$ cat src/rtl/wts_slot_frontend.sv
// rtl/wts_slot_frontend.sv - slot bus strobe synchroniser, core request generator and audio output stage
// Optional feature macro: WTS_SOFT_MUTE_EN (gain-ramped mute instead of an immediate midscale mute)
module wts_slot_frontend #(
  parameter int SYNC_STAGES = 2,
  parameter int IN_W        = 12,
  parameter int OUT_W       = 16
) (
  input  logic             clk,
  input  logic             reset,
  input  logic [15:0]      slot_a,
  input  logic [7:0]       slot_d_in,
  output logic [7:0]       slot_d_out,
  output logic             slot_d_oe,
  input  logic             slot_nsltsl,
  input  logic             slot_nrd,
  input  logic             slot_nwr,
  output logic             slot_nint_oe,
  output logic             core_wrreq,
  output logic             core_rdreq,
  output logic [15:0]      core_a,
  output logic [7:0]       core_d,
  input  logic [7:0]       core_q,
  input  logic             core_nint,
  input  logic [IN_W-1:0]  left_in,
  input  logic [IN_W-1:0]  right_in,
  input  logic             sample_valid,
  input  logic [1:0]       mode,
  output logic [OUT_W-1:0] left_out,
  output logic [OUT_W-1:0] right_out
);

  localparam logic [OUT_W-1:0] MID = {1'b1, {(OUT_W-1){1'b0}}};
  localparam int FILL_W = $clog2(SYNC_STAGES + 1);

  logic [SYNC_STAGES-1:0] sltsl_sync, nrd_sync, nwr_sync;
  logic sltsl_hist, nrd_hist, nwr_hist;
  logic sltsl_s, nrd_s, nwr_s;
  logic nrd_armed, nwr_armed;
  logic [FILL_W-1:0] fill_cnt;
  logic fill_done;
  logic wr_fall, rd_fall;
  logic rd_valid;

  assign sltsl_s   = sltsl_sync[SYNC_STAGES-1];
  assign nrd_s     = nrd_sync[SYNC_STAGES-1];
  assign nwr_s     = nwr_sync[SYNC_STAGES-1];
  assign fill_done = (fill_cnt == FILL_W'(SYNC_STAGES));

  // Synchronise the three slot strobes and keep one history sample of each
  always_ff @(posedge clk) begin
    if (reset) begin
      sltsl_sync <= '1;
      nrd_sync   <= '1;
      nwr_sync   <= '1;
      sltsl_hist <= 1'b1;
      nrd_hist   <= 1'b1;
      nwr_hist   <= 1'b1;
    end else begin
      sltsl_sync <= {sltsl_sync[SYNC_STAGES-2:0], slot_nsltsl};
      nrd_sync   <= {nrd_sync[SYNC_STAGES-2:0], slot_nrd};
      nwr_sync   <= {nwr_sync[SYNC_STAGES-2:0], slot_nwr};
      sltsl_hist <= sltsl_s;
      nrd_hist   <= nrd_s;
      nwr_hist   <= nwr_s;
    end
  end

  // A strobe only arms once a genuine (post-reset) high level has emerged from the synchroniser,
  // so a strobe that was already low across reset cannot fake a falling edge
  always_ff @(posedge clk) begin
    if (reset) begin
      fill_cnt  <= '0;
      nrd_armed <= 1'b0;
      nwr_armed <= 1'b0;
    end else begin
      if (!fill_done) fill_cnt <= fill_cnt + FILL_W'(1);
      if (fill_done && nrd_s) nrd_armed <= 1'b1;
      if (fill_done && nwr_s) nwr_armed <= 1'b1;
    end
  end

  // Falling edges count only while the slot was selected on both samples of the edge
  assign wr_fall = nwr_armed & nwr_hist & ~nwr_s & ~sltsl_s & ~sltsl_hist;
  assign rd_fall = nrd_armed & nrd_hist & ~nrd_s & ~sltsl_s & ~sltsl_hist;

  // Issue one-cycle core requests and latch address/data alongside them; write wins a tie
  always_ff @(posedge clk) begin
    if (reset) begin
      core_wrreq <= 1'b0;
      core_rdreq <= 1'b0;
      core_a     <= '0;
      core_d     <= '0;
    end else begin
      core_wrreq <= wr_fall;
      core_rdreq <= rd_fall & ~wr_fall;
      if (wr_fall || rd_fall) begin
        core_a <= slot_a;
        core_d <= slot_d_in;
      end
    end
  end

  // Capture read data after a read request and hold it valid until the bus cycle ends
  always_ff @(posedge clk) begin
    if (reset) begin
      rd_valid   <= 1'b0;
      slot_d_out <= '0;
    end else begin
      if (core_rdreq) slot_d_out <= core_q;
      if (nrd_s || sltsl_s) rd_valid <= 1'b0;
      else if (core_rdreq) rd_valid <= 1'b1;
    end
  end

  assign slot_d_oe = rd_valid & ~nrd_s & ~sltsl_s;

  // Interrupt pull-down follows the core interrupt one cycle late
  always_ff @(posedge clk) begin
    if (reset) slot_nint_oe <= 1'b0;
    else       slot_nint_oe <= ~core_nint;
  end

  logic [IN_W:0]    sum;
  logic [IN_W-1:0]  mix_l, mix_r;
  logic [OUT_W-1:0] ext_l, ext_r;
  logic [OUT_W-1:0] out_l_nxt, out_r_nxt;

`ifdef WTS_SOFT_MUTE_EN
  logic [4:0] gain, gain_nxt;

  function automatic logic [OUT_W-1:0] apply_gain(input logic [OUT_W-1:0] x, input logic [4:0] g);
    logic signed [OUT_W+5:0] diff, prod, res;
    diff = $signed({6'b0, x}) - $signed({6'b0, MID});
    prod = (diff * $signed({{(OUT_W+1){1'b0}}, g})) >>> 4;
    res  = prod + $signed({6'b0, MID});
    return res[OUT_W-1:0];
  endfunction

  // Gain ramps one step per sample toward 0 in mute, toward unity otherwise
  always_comb begin
    gain_nxt = gain;
    if (mode == 2'b11) begin
      if (gain != 5'd0) gain_nxt = gain - 5'd1;
    end else begin
      if (gain != 5'd16) gain_nxt = gain + 5'd1;
    end
  end

  // Gain register advances on each sample strobe
  always_ff @(posedge clk) begin
    if (reset)             gain <= 5'd16;
    else if (sample_valid) gain <= gain_nxt;
  end
`endif

  // Channel routing by mode, then left-justified widening
  always_comb begin
    sum   = {1'b0, left_in} + {1'b0, right_in};
    mix_l = left_in;
    mix_r = right_in;
    case (mode)
      2'b01: begin
        mix_l = IN_W'(sum >> 1);
        mix_r = IN_W'(sum >> 1);
      end
      2'b10: begin
        mix_l = right_in;
        mix_r = left_in;
      end
      default: ;
    endcase
    ext_l = OUT_W'(mix_l) << (OUT_W - IN_W);
    ext_r = OUT_W'(mix_r) << (OUT_W - IN_W);
`ifdef WTS_SOFT_MUTE_EN
    out_l_nxt = apply_gain(ext_l, gain_nxt);
    out_r_nxt = apply_gain(ext_r, gain_nxt);
`else
    out_l_nxt = (mode == 2'b11) ? MID : ext_l;
    out_r_nxt = (mode == 2'b11) ? MID : ext_r;
`endif
  end

  // Output samples update on the clock after a sample strobe and hold otherwise
  always_ff @(posedge clk) begin
    if (reset) begin
      left_out  <= MID;
      right_out <= MID;
    end else if (sample_valid) begin
      left_out  <= out_l_nxt;
      right_out <= out_r_nxt;
    end
  end

endmodule

$ cat config.mk
export PLATFORM = sky130hd
export DESIGN_NAME = wts_slot_frontend
export DESIGN_NICKNAME = d
export VERILOG_FILES = /design/src/rtl/wts_slot_frontend.sv
export SDC_FILE = /design/constraint.sdc
export NUM_CORES = 1
export LEC_CHECK = 0
export CAP_MARGIN = 20
export CORE_MARGIN = 2
export CORE_UTILIZATION = 42
export CTS_CLUSTER_DIAMETER = 40
export DETAILED_ROUTE_END_ITERATION = 10
export GPL_TIMING_DRIVEN = 0
export PLACE_DENSITY = 0.74
export SYNTH_ARGS = -nofsm -noshare
export SYNTH_HDL_FRONTEND = slang
export SYNTH_SLANG_ARGS = --single-unit
$ cat constraint.sdc
create_clock -name clk -period 2.3 [get_ports clk]
set_input_delay 0.46 -clock clk [delete_from_list [all_inputs] [get_ports clk]]
set_output_delay 0.46 -clock clk [all_outputs]
set_load 0.01 [all_outputs]
==> impl_metrics.env <==
export IMPL_p_total_mw=3.29
export IMPL_antenna_found_initial=0
export IMPL_relSlewSlack_pct=56.7
export IMPL_vias=3756
export IMPL_dp_cells=674
export IMPL_core_um2=8640
export IMPL_syn_inst=436
export IMPL_regToRegEndpoint="core_a[13]$_SDFFE_PP0P_"
export IMPL_synth_warning_count=0
export IMPL_grt_busiest_layer="met2"
export IMPL_grt_met2_usage_pct=34.7
export IMPL_end_kind="flop"
export IMPL_peakVddDrop_uv=385
export IMPL_synth_edff_count=0
export IMPL_firstDrtPassIters=6
export IMPL_gp_congestion=0.932
export IMPL_grt_pass1_wl_um=16600
export IMPL_place_ws_ps=-402
export IMPL_path_max_fanout=6
export IMPL_io_buffers=123
export IMPL_clk_pin_slew_worst_paths_ps=80
export IMPL_syn_area_um2=3700
export IMPL_final_period_utilization_pct=96.9
export IMPL_drt_initial_drc_count=253
export IMPL_fin_cells=692
export IMPL_cts_sinks=73
export IMPL_ys_flop_type="dfxtp_1"
export IMPL_start_util_pct=42.9
export IMPL_clock_fmax_ghz=0.449
export IMPL_setup_slack_ps=71.8
export IMPL_maxCapViolations=0
export IMPL_grt_max_degree=14
export IMPL_finish_instance_area_um2=5410
export IMPL_worstPathRequired_ps=2580
export IMPL_hold_path_class="reg -> reg"
export IMPL_min_period_ps=2230
export IMPL_die_width_um=97.9
export IMPL_synth_seq_cells=73
export IMPL_crit_end="left_out[11]$_SDFFE_PP0P_"
export IMPL_area_growth_pct=46.1
export IMPL_ant_nets=0
export IMPL_grt_pass1_vias=3537
export IMPL_avgSynthCellArea_um2=8.50
export IMPL_hold_violations=0
export IMPL_dpl_instance_area_um2=5100
export IMPL_dpl_hpwl_um=7790
export IMPL_setup_worst_path_start="left_in[1]"
export IMPL_clk_latency_ps=340
export IMPL_r2r_start="nwr_sync[1]$_SDFF_PP1_"
export IMPL_final_nets=660
export IMPL_vias_per_cell=5.43
export IMPL_die_area_um2=9590
export IMPL_power_leakage_nw=2.25
export IMPL_overflow=0
export IMPL_ys_types=53
export IMPL_tightestPinTransition_ps=650
export IMPL_status="finished, final reports clean"
export IMPL_cts_max_level=3
export IMPL_ios=133
export IMPL_arrival_ps=2510
export IMPL_met1_usage_pct=27.6
export IMPL_drv_slew=0
export IMPL_hold_buffers=0
export IMPL_p_per_area_nw_per_um2=608
export IMPL_wl_um=10500
export IMPL_holdPathStages=1
export IMPL_cp_start_kind="input pin"
export IMPL_reg2reg_slack_ps=570
export IMPL_std_cell_rows=34
export IMPL_path_class="in -> reg"
export IMPL_skew_ps=9.25
export IMPL_cts_made_buffers=9
export IMPL_grtUsageTotal_pct=21.1
export IMPL_drive_gt1_share_pct=9.59
export IMPL_die_h_um=97.9
export IMPL_antenna_cells=0
export IMPL_clk_path_buf_depth=2
export IMPL_routedWlPerCell_um=15.2
export IMPL_r2r_cells=5
export IMPL_drc=0
export IMPL_finalSetupTns_ps=0
export IMPL_met3_usage_pct=4.37
export IMPL_setup_viol=0
export IMPL_grt_setup_unrepaired="true"
export IMPL_clockRootBuffer="clkbuf_8"
export IMPL_synth_sequential_area_ratio_pct=39.4
export IMPL_synthArstFlopShare_pct=0
export IMPL_cts_tree="built"
synthesized netlist by cell type (3+ instances only):
master,instances,area share [%]
dfxtp_1,73,39
nor2_1,52,5.3
nand2_1,45,4.6
a21oi_1,41,5.5
mux2i_1,32,8.6
o21ai_0,29,3.9
clkbuf_1,16,1.6
ha_1,15,5.1
a221oi_1,10,2.4
nor3_1,10,1.4
buf_4,9,1.8
or2_2,9,1.5
inv_1,8,0.81
nand3_1,7,0.95
a22oi_1,6,1.2
buf_2,5,0.68
nand2b_1,5,0.84
o21a_1,5,1.0
and2b_1,4,0.81
nor2b_1,4,0.68
o31a_1,4,0.95
a211o_1,3,0.71
a21boi_0,3,0.61
a21o_1,3,0.61
worst max-delay path: stages:
cell and delay (ps):
clkdlybuf4s50_1 510, inv_1 90, fa_2 410, nor2b_2 160, o31ai_2 110, a21o_1 250
a2111o_1 440, nand3_1 80
power by group:
group / switching [mW] / internal (mW) / leakage [nW]
sequential: 0.0374 / 1.33 / 0.594
clock: 0.502 / 0.727 / 0.117
combinational: 0.357 / 0.338 / 1.54
total: 0.897 / 2.40 / 2.25
placed cells by master (no fill, tap or decap), drive strengths merged, types with 3 or more instances in the layout:
cell and instances:
clkbuf 26, nor2 52, a21boi 3, mux2i 32
clkdlybuf4s50 121, o21ai 29, a211oi 3, inv 9
bufinv 3, and2b 4, a22oi 7, or2 9
a221oi 10, nor2b 4, ha 15, o31a 4
a21oi 42, nand3 7, a21o 3, nand2 45
dfxtp 73, nor3 10, o21a 5, a211o 3
buf 17, conb 8, nand2b 5
metal layers:
layer  wire [µm]  up-vias
li1            -     1820
met3         938       18
met4         158        0
met2        4830      204
met5           0        -
met1        4560     1714
logic make-up (layout without fill, tap and decap cells):
kind of cell,count (synthesis),count (layout),synth area share [%]
other cells,1,8,0.101
fa+ha+maj,16,16,5.61
mux,33,33,8.95
flops,73,73,39.4
compound gates,119,119,21.1
simple gates,150,150,18.7
xor+xnor,4,4,0.946
buf+inv,40,181,5.13
layout make-up:
| cell class | count | area, µm² |
|---|---|---|
| timing repair buffer | 125 | 1250 |
| multi-input combinational | 330 | 2130 |
| buffer | 31 | 160 |
| fill | 758 | 3220 |
| clock buffer | 10 | 128 |
| inverter | 9 | 33.8 |
| tap | 108 | 135 |
| sequential | 73 | 1460 |
| clock inverter | 6 | 115 |
stage by stage:
step / utilization [%] / hold slack, ps
6_report: 62.7 / 408
2_1_floorplan: - / 389
5_1_grt: 62.7 / 422
3_3_place_gp: 59.0 / 393
4_1_cts: 62.2 / 413
3_5_place_dp: 59.0 / 399
worst min-delay path by stage:
| stage | start | end |
|---|---|---|
| finish | sltsl_sync[0]$_SDFF_PP1_ | sltsl_sync[1]$_SDFF_PP1_ |
| detailed placement | sltsl_sync[0]$_SDFF_PP1_ | sltsl_sync[1]$_SDFF_PP1_ |
| CTS | sltsl_sync[0]$_SDFF_PP1_ | sltsl_sync[1]$_SDFF_PP1_ |
| floorplan | nrd_sync[0]$_SDFF_PP1_ | nrd_sync[1]$_SDFF_PP1_ |
| global route | nwr_sync[0]$_SDFF_PP1_ | nwr_sync[1]$_SDFF_PP1_ |
| global placement | sltsl_sync[0]$_SDFF_PP1_ | sltsl_sync[1]$_SDFF_PP1_ |
what timing repair did:
action	in CTS	in global routing
endpoints found under the setup margin	11	20
pin swaps	1	6
resized for setup	4	13
buffers inserted	1	1
registers in the layout (all words and copies together) (netlist names), 2 cells and up:
name	cells
core_a	16
core_d	8
fill_cnt	2
left_out	12
nrd_sync	2
nwr_sync	2
right_out	12
slot_d_out	8
sltsl_sync	2
Note: power is estimated with default switching activity, not from simulation.
